[src/rtl/conv5x5_engine_pkg.sv]
// Shared constants, FSM encoding and width helper for the 5x5 binary
// convolution engine and its adder tree.
package conv5x5_engine_pkg;

  localparam int IMG_DIM = 28;
  localparam int K       = 5;
  localparam int OUT_DIM = 24;
  localparam int NUM_WT  = 25;

  typedef enum logic [1:0] {
    S_IDLE,
    S_RUN,
    S_DRAIN
  } state_t;

  // 25 terms of a WT_W-bit signed weight need 5 extra bits of headroom
  function automatic int acc_w_min(input int wt_w);
    return wt_w + 5;
  endfunction

endpackage

[src/rtl/conv5x5_engine_sum.sv]
// Combinational 25-term masked adder: sums the weights whose window
// pixel is set, producing a sign-extended window result.
module conv5x5_sum
  import conv5x5_engine_pkg::*;
#(
  parameter int WT_W  = 8,
  parameter int ACC_W = 13
) (
  input  logic [NUM_WT-1:0]      i_win,
  input  logic [NUM_WT*WT_W-1:0] i_wt,
  output logic [ACC_W-1:0]       o_sum
);

  localparam int SUM_W = acc_w_min(WT_W);

  logic signed [SUM_W-1:0] w_acc;

  always_comb begin
    w_acc = '0;
    for (int i = 0; i < NUM_WT; i++) begin
      if (i_win[i]) begin
        w_acc = w_acc
              + SUM_W'($signed(i_wt[i*WT_W +: WT_W]));
      end
    end
  end

  assign o_sum = ACC_W'(w_acc);

endmodule

[src/rtl/conv5x5_engine.sv]
// 5x5 binary-image convolution sweep: generates column reads, rebuilds
// each window from returning 5-bit slices and streams tagged sums.
module conv5x5_engine
  import conv5x5_engine_pkg::*;
#(
  parameter int RD_LAT = 1,
  parameter int WT_W   = 8,
  parameter int ACC_W  = 13
) (
  input  logic             clk,
  input  logic             rst_n,
  input  logic             cal_start,
  input  logic             wt_wr_en,
  input  logic [4:0]       wt_wr_addr,
  input  logic [WT_W-1:0]  wt_wr_data,
  output logic [4:0]       data_rd_addr,
  output logic [4:0]       conv_row_cnt,
  input  logic [4:0]       col_data,
  output logic [ACC_W-1:0] conv_data,
  output logic             conv_data_vld,
  output logic [4:0]       conv_out_row,
  output logic [4:0]       conv_out_col,
  output logic             busy,
  output logic             conv_done
);

  state_t           r_state;
  logic [4:0]       r_col;
  logic [4:0]       r_row;
  logic             r_busy;
  logic             r_done;
  logic [WT_W-1:0]  r_wt [NUM_WT];
  logic             r_tv [RD_LAT];
  logic [4:0]       r_tr [RD_LAT];
  logic [4:0]       r_tc [RD_LAT];
  logic [4:0]       r_win [K-1];
  logic [ACC_W-1:0] r_data;
  logic             r_vld;
  logic [4:0]       r_orow;
  logic [4:0]       r_ocol;

  logic                  w_issue;
  logic                  w_tv;
  logic [4:0]            w_tr;
  logic [4:0]            w_tc;
  logic                  w_full;
  logic                  w_last;
  logic [NUM_WT-1:0]     w_bits;
  logic [NUM_WT*WT_W-1:0] w_wt;
  logic [ACC_W-1:0]      w_sum;

  assign w_issue = (r_state == S_RUN);
  assign w_tv    = r_tv[RD_LAT-1];
  assign w_tr    = r_tr[RD_LAT-1];
  assign w_tc    = r_tc[RD_LAT-1];
  assign w_full  = w_tv && (w_tc >= 5'(K-1));
  assign w_last  = w_full
                && (w_tr == 5'(OUT_DIM-1))
                && (w_tc == 5'(IMG_DIM-1));

  always_ff @(posedge clk or negedge rst_n) begin
    if (!rst_n) begin
      r_state <= S_IDLE;
      r_col   <= '0;
      r_row   <= '0;
      r_busy  <= 1'b0;
      r_done  <= 1'b0;
    end else begin
      r_done <= 1'b0;
      unique case (r_state)
        S_IDLE: begin
          if (cal_start) begin
            r_state <= S_RUN;
            r_col   <= '0;
            r_row   <= '0;
            r_busy  <= 1'b1;
          end
        end
        S_RUN: begin
          if (r_col == 5'(IMG_DIM-1)) begin
            r_col <= '0;
            if (r_row == 5'(OUT_DIM-1)) begin
              r_row   <= '0;
              r_state <= S_DRAIN;
            end else begin
              r_row <= r_row + 5'd1;
            end
          end else begin
            r_col <= r_col + 5'd1;
          end
        end
        S_DRAIN: begin
          if (w_last) begin
            r_state <= S_IDLE;
            r_busy  <= 1'b0;
            r_done  <= 1'b1;
          end
        end
        default: r_state <= S_IDLE;
      endcase
    end
  end

  // weights only change between sweeps
  always_ff @(posedge clk or negedge rst_n) begin
    if (!rst_n) begin
      for (int i = 0; i < NUM_WT; i++) r_wt[i] <= '0;
    end else if (wt_wr_en && (r_state == S_IDLE)
                 && (wt_wr_addr < 5'(NUM_WT))) begin
      r_wt[wt_wr_addr] <= wt_wr_data;
    end
  end

  always_ff @(posedge clk or negedge rst_n) begin
    if (!rst_n) begin
      for (int i = 0; i < RD_LAT; i++) begin
        r_tv[i] <= 1'b0;
        r_tr[i] <= '0;
        r_tc[i] <= '0;
      end
    end else begin
      r_tv[0] <= w_issue;
      r_tr[0] <= r_row;
      r_tc[0] <= r_col;
      for (int i = 1; i < RD_LAT; i++) begin
        r_tv[i] <= r_tv[i-1];
        r_tr[i] <= r_tr[i-1];
        r_tc[i] <= r_tc[i-1];
      end
    end
  end

  // four older columns held; the live col_data is window column 4
  always_ff @(posedge clk or negedge rst_n) begin
    if (!rst_n) begin
      for (int j = 0; j < K-1; j++) r_win[j] <= '0;
    end else if (w_tv) begin
      for (int j = 0; j < K-2; j++) r_win[j] <= r_win[j+1];
      r_win[K-2] <= col_data;
    end
  end

  always_comb begin
    w_bits = '0;
    for (int k = 0; k < K; k++) begin
      for (int j = 0; j < K; j++) begin
        w_bits[k*K+j] = (j == K-1) ? col_data[k]
                                   : r_win[j][k];
      end
    end
  end

  always_comb begin
    w_wt = '0;
    for (int i = 0; i < NUM_WT; i++) begin
      w_wt[i*WT_W +: WT_W] = r_wt[i];
    end
  end

  conv5x5_sum #(
    .WT_W  (WT_W),
    .ACC_W (ACC_W)
  ) u_sum (
    .i_win (w_bits),
    .i_wt  (w_wt),
    .o_sum (w_sum)
  );

  always_ff @(posedge clk or negedge rst_n) begin
    if (!rst_n) begin
      r_data <= '0;
      r_vld  <= 1'b0;
      r_orow <= '0;
      r_ocol <= '0;
    end else begin
      r_vld <= w_full;
      if (w_full) begin
        r_data <= w_sum;
        r_orow <= w_tr;
        r_ocol <= w_tc - 5'(K-1);
      end
    end
  end

  assign data_rd_addr  = r_col;
  assign conv_row_cnt  = w_tr;
  assign conv_data     = r_data;
  assign conv_data_vld = r_vld;
  assign conv_out_row  = r_orow;
  assign conv_out_col  = r_ocol;
  assign busy          = r_busy;
  assign conv_done     = r_done;

endmodule

[config.mk]
export PLATFORM = sky130hd
export DESIGN_NAME = conv5x5_engine
export DESIGN_NICKNAME = d
export VERILOG_FILES = /design/src/rtl/conv5x5_engine_pkg.sv /design/src/rtl/conv5x5_engine_sum.sv /design/src/rtl/conv5x5_engine.sv
export SDC_FILE = /design/constraint.sdc
export NUM_CORES = 1
export LEC_CHECK = 0
export CAP_MARGIN = 10
export CORE_ASPECT_RATIO = 1.75
export CORE_MARGIN = 8
export CORE_UTILIZATION = 40
export CTS_CLUSTER_DIAMETER = 60
export CTS_CLUSTER_SIZE = 10
export DETAILED_ROUTE_END_ITERATION = 8
export SLEW_MARGIN = 20
export SYNTH_ARGS = -nofsm -noshare
export SYNTH_HDL_FRONTEND = slang
export SYNTH_SLANG_ARGS = --single-unit
[constraint.sdc]
create_clock -name clk -period 22.8 [get_ports clk]
set_clock_uncertainty 0.1 [all_clocks]
set_input_delay 6.84 -clock clk [delete_from_list [all_inputs] [get_ports clk]]
set_output_delay 6.84 -clock clk [all_outputs]
set_load 0.05 [all_outputs]
Word-level counts from Yosys, hierarchy flattened --
Cells that the tools add are included.
Word-level totals: bits in registers 269, input bits 22, logic and storage cells 140
Operators by class: add/sub/neg operators 27, magnitude comparators 4, equal/unequal tests 10, mux-type cells 44, bitwise logic cells 1, reductions and logical operators 13
Operators by type and width (number):
- 13-bit two-way mux | 25
- 13-bit by 8-bit adder with 13-bit output | 24
- 200-bit bitwise mux | 1
- 8-bit demux with 5-bit select | 1
- 5-bit equality test (second input constant) | 4
- 5-bit two-way mux | 4
- 5-bit case mux with 2 select lines | 2
- 5-bit by 1-bit adder with 5-bit output (second input constant) | 2
- 2-bit two-way mux | 4
- 8-bit two-way mux | 1
- 6-bit >= comparator (second input constant) | 1
- 1-bit logical AND | 6
- 6-bit by 1-bit < comparator with 1-bit output (second input constant) | 1
- 5-bit NOT with 6-bit output | 1
- 2-bit case mux with 3 select lines | 1
- 3-bit AND reduction | 2
- 5-bit by 3-bit >= comparator with 1-bit output (second input constant) | 1
- 5-bit < comparator (second input constant) | 1
- 5-bit by 3-bit subtractor with 5-bit output (second input constant) | 1
- 1-bit two-way mux | 4
- 2-bit by 1-bit inequality test with 1-bit output (second input constant) | 2
- 2-bit inequality test (second input constant) | 2
- 4-bit AND reduction | 1
- 2-bit nonzero test | 2
- 5 further kinds | 5

Longest topological paths before layout --
word-level depth 49, mapped depth 143, depth with buffers taken out 141

Cells and area by module --
From an unflattened synthesis, not the netlist that was laid out.
Unflattened totals: cell total of the unflattened synthesis 3245, area, all modules 28213.3 um^2
Modules (own cells, without submodules):
- conv5x5_sum | instances 1, cells each 2588, area an instance 17792.1 um^2, seq. area each 0.0 um^2
- conv5x5_engine | instances 1, cells each 657, area an instance 10421.2 um^2, seq. area each 6731.5 um^2

Worst setup path after synthesis --
OpenSTA, ideal clock, no wires.
path type input -> register, start in col_data[0], end reg r_data[12], in the netlist conv_data[12], arrival time 27.527 ns, path slack -4.904 ns, stages 114, cells stage by stage clkbuf_1 inv_2 clkbuf_1 a31oi_1 ha_1 inv_1 fa_1 xnor2_1 mux2_2 ha_1 xor2_1 o21ai_0 a31oi_1 inv_1 ha_1 nor2b_1 o21a_1 o21a_1 (+78 left out) nor3b_1 a21oi_1 ha_1 o41ai_1 xor2_1 mux2_2 o21ai_1 ha_1 xnor2_1 mux2_2 o21ai_1 ha_1 a21oi_1 xnor2_1 nand2_1 xnor3_1 xnor3_1 o21ai_1
On the way: longest elaborated chain between the ends 41
RTL lines:
- from (decl) | line conv5x5_engine.sv:18 | input logic [4:0] col_data,
- 13-bit two-way mux * | line conv5x5_engine_sum.sv:21 | if (i_win[i]) begin
- 13-bit by 8-bit adder with 13-bit output | line conv5x5_engine_sum.sv:23 | + SUM_W'($signed(i_wt[i*WT_W +: WT_W]));
- 13-bit two-way mux * | line conv5x5_engine_sum.sv:21
- 13-bit by 8-bit adder with 13-bit output | line conv5x5_engine_sum.sv:23
- 13-bit two-way mux * | line conv5x5_engine_sum.sv:21
- 13-bit by 8-bit adder with 13-bit output | line conv5x5_engine_sum.sv:23
- 13-bit two-way mux * | line conv5x5_engine_sum.sv:21
- 13-bit by 8-bit adder with 13-bit output | line conv5x5_engine_sum.sv:23
- (+25 left out)
- 13-bit by 8-bit adder with 13-bit output | line conv5x5_engine_sum.sv:23
- 13-bit two-way mux * | line conv5x5_engine_sum.sv:21
- 13-bit by 8-bit adder with 13-bit output | line conv5x5_engine_sum.sv:23
- 13-bit two-way mux * | line conv5x5_engine_sum.sv:21
- 13-bit by 8-bit adder with 13-bit output | line conv5x5_engine_sum.sv:23
- 13-bit two-way mux * | line conv5x5_engine_sum.sv:21
- 13-bit by 8-bit adder with 13-bit output | line conv5x5_engine_sum.sv:23
- 13-bit two-way mux * | line conv5x5_engine_sum.sv:21
- to (signal assigned) | line conv5x5_engine.sv:178 | r_data <= w_sum;
- to (decl) | line conv5x5_engine.sv:37 | logic [ACC_W-1:0] r_data;
Mark *: on every way between the ends. The rest lies on a longest branch, timed or not. A chain may end at the register's enable or synchronous reset.

Worst setup path in the final report --
Ends and elaborated chain as after synthesis.

==> key figures <==
Run status
  • Outcome: finished with violations
  • Failing checks: setup timing

Logic synthesis
  • Synth Instances: 3244
  • Yosys top cell area share: 24.5%
  • Cell variety after synth: 91
  • EDFF count, synth: 0
  • Post-Synthesis Cell Area: 0.0275 sq mm
  • Top cells by instance count after synthesis: nand2_1, ha_1, dfrtp_1
  • Yosys reg bits: 269
  • Ys Warns: 0
  • Asr flop ratio synth: 100%
  • Syn Area/Cell: 8.46 sq um
  • Top cells by area, synth: dfrtp_1, ha_1, mux2_2, xnor2_1, nand2_1
  • Synthesized net count: 3581
  • Ys flop type: dfrtp_1
  • Count leader, synth: nand2_1
  • Sequential share of the synthesized area: 24.5%
  • Synth area leader: dfrtp_1

Clock network
  • Clk_lat worst skew: 0.57 ns
  • # clock sinks: 269
  • Reg clk slew, reported paths: 0.05 ns
  • Root Driver: clkbuf_16
  • CTS Buffer Depth: 3
  • Number of buffers created by CTS: 35
  • CTS tree: done
  • CTS H-tree lvls: 2
  • Hold_buf cts: 0

Final layout
  • Fraction of layout cells with a size suffix above 1: 41.6%
  • Design Area, Final: 0.0411 sq mm
  • Area Overhead vs Synth: 49.8%
  • Fill count: 5873
  • Nets@finish: 4740
  • Core Util, Final: 60.3%

Setup path
  • Worst Path Class, Setup: in2reg
  • Data arrival time of the critical path: 27.48 ns
  • Worst R2R Path Depth: 128
  • R2R Setup Slk: -1.86 ns
  • Critical Path RT: 23.20 ns
  • Max FO, Critical Path: 4
  • Most used cell, CP: buf_4
  • CP Launch Type: input port
  • Worst r2r src: r_win[15]$_DFFE_PN0P_
  • Slowest stage delay, CP: 0.52 ns
  • CP endpoint kind: flip-flop
  • Critical path's slowest cell: fa_2
  • R2R Path End: conv_data[12]$_DFFE_PN0P_

Route
  • Final WL: 114000 um
  • DR vias/cell: 5.66
  • Vias: 30100
  • Drt initial violations: 1579
  • Post-route ant nets: 0
  • Initial DRT Pass Iterations: 7
  • Routed length per instance: 21.4 um
  • DRC viols: 0

Global route
  • Grt ovf: 0
  • Vias in the first global route: 31100
  • GRT Util Overall: 28.1%
  • First-pass GRT wire length: 172000 um
  • Initial antenna violation count: 4
  • Largest net degree at the start of global routing: 102

Pwr
  • Switch Pwr: 1030 uW
  • P per Cell Area: 62.6 mW/mm^2
  • Pint: 1540 uW
  • Seq pwr share: 21.6%
  • Leakage: 0.0208 uW
  • Clock network power share: 21.2%
  • Comb power frac: 57.2%
  • Worst ir drop on vdd: 0.130 mV
  • Total Power: 2580 uW
  • Switching part of the total: 40.1%

Hold path
  • Hold Path Sink: conv_row_cnt[1]$_DFF_PN0_
  • Hold depth: 0
  • HP Start: r_row[1]$_DFFE_PN0P_
  • Worst Hold Class: reg2reg

Timing
  • Tightest Pin Transition: 1.21 ns
  • Fin crit period: 27.08 ns
  • RSZ-0062 raised after global routing: true
  • Final Hold Viols: 0
  • Final setup viols: 12
  • PnR worst setup slack: -4.28 ns
  • Relative slew margins: 18.9%
  • Tcrit/Tclk final: 119%
  • Worst hold margin: 0.341 ns
  • Maximum clock rate: 0.0369 GHz
  • Final slew viol count: 0

Placed design
  • Final GP Congestion: 0.970
  • Dpl ws: -7.02 ns
  • PortBufs: 57
  • Area post-placement: 0.0369 sq mm
  • Post-DP HPWL: 84500 um

Die
  • Std cell rows: 127
  • I/O pins: 58
  • Die Span X: 214 um
  • Full die area: 0.0776 sq mm
  • Starting Density: 40.3%
  • DIE HEIGHT: 363 um
  • Core Area: 0.0682 sq mm

Flow run
  • Max-cap violations: 0
==> metal layers <==
metal	track usage (%)	share of wire, %
met5	0	0
met4	24.4	10
met3	3.69	4.6
met2	52.0	51
met1	27.1	34
==> stage by stage <==
step,std cells,setup TNS [ns]
2_1_floorplan,3244,-19.62
3_3_place_gp,5100,-59.64
3_5_place_dp,5100,-61.92
4_1_cts,5274,-32.18
5_1_grt,5319,-43.08
6_report,5320,-33.47
==> state kept, by name, indices dropped and copies added, names as in the netlist, 5 cells and up <==
name / cells
r_win: 20
conv_out_row: 5
data_rd_addr: 5
conv_row_cnt: 5
conv_out_col: 5
r_row: 5
conv_data: 13
r_tc: 5
r_wt: 200
==> area by class of cell <==
type,count,area [sq um],area share [%]
multi-input cells,2674,22000,53.6
repair buffers,1224,9400,22.9
inverters,199,762,1.85
diodes,1,2.50,0.00609
clock buffers,42,942,2.29
clock inverters,8,109,0.265
flip-flops and latches,269,6730,16.4
well taps,903,1130,2.75
==> worst max path at each step <==
stage	startpoint	endpoint	slack, ns
4_1_cts	col_data[0]	conv_data[12]$_DFFE_PN0P_	-3.96
6_report	col_data[0]	conv_data[12]$_DFFE_PN0P_	-4.28
3_5_place_dp	col_data[0]	conv_data[12]$_DFFE_PN0P_	-7.02
2_1_floorplan	col_data[0]	conv_data[12]$_DFFE_PN0P_	-3.28
5_1_grt	col_data[0]	conv_data[12]$_DFFE_PN0P_	-5.09
3_3_place_gp	col_data[0]	conv_data[12]$_DFFE_PN0P_	-6.78
==> cell usage in the layout, fill, tap and decap left out, drive strengths merged, types with 23 or more instances in the layout <==
cell	Yosys	layout
buf	12	1171
nand2	322	322
ha	292	292
dfrtp	269	269
nor2	239	239
mux2	234	234
o21ai	233	233
a21oi	204	204
inv	196	198
xnor2	148	148
nor3	86	86
a21o	85	85
o21a	73	73
xor2	62	62
clkdlybuf4s50	0	53
nand2b	50	50
nand3	45	45
clkbuf	90	42
o21bai	37	37
a31oi	33	33
nor2b	31	31
o31ai	30	30
or3	29	29
and2	29	29
and3	25	25
o211ai	24	24
mux2i	23	23
fa	23	23
==> kinds of logic (layout without fill, tap and decap cells) <==
kind of cell / Yosys count / in the layout / synth area share (%)
fa+ha+maj: 317 / 317 / 15.1
xor+xnor: 217 / 217 / 7.35
buf+inv: 301 / 1473 / 4.13
other cells: 0 / 1 / 0
compound gates: 933 / 933 / 22.2
mux: 257 / 257 / 10.4
flops: 269 / 269 / 24.5
simple gates: 950 / 950 / 16.3
==> critical path: cells and delay by family <==
| family | cells | cell delay [ns] |
|---|---|---|
| multiplexers | 6 | 1.74 |
| XOR/XNOR | 15 | 2.22 |
| AO/OA/AOI/OAI | 34 | 5.51 |
| AND/OR/NAND/NOR | 16 | 1.86 |
| adder cells (fa/ha/maj) | 18 | 5.02 |
| buffers and inverters | 36 | 4.29 |
==> repair_timing <==
| action | 4_1_cts | 5_1_grt |
|---|---|---|
| pin swaps | 146 | 123 |
| gates resized for setup | 205 | 150 |
| buffers inserted | 125 | 47 |
| endpoints found under the setup margin | 12 | 12 |
==> power by group through the flow <==
stage | Sequential [uW] | Combinational [uW] | Clock [uW]
after floorplan | 642 | 576 | 0
after global placement | 561 | 1240 | 0
after detailed placement | 561 | 1250 | 0
after CTS | 555 | 1370 | 556
after global routing | 560 | 1570 | 569
final | 555 | 1470 | 547
(Power assumes the default switching activity.)
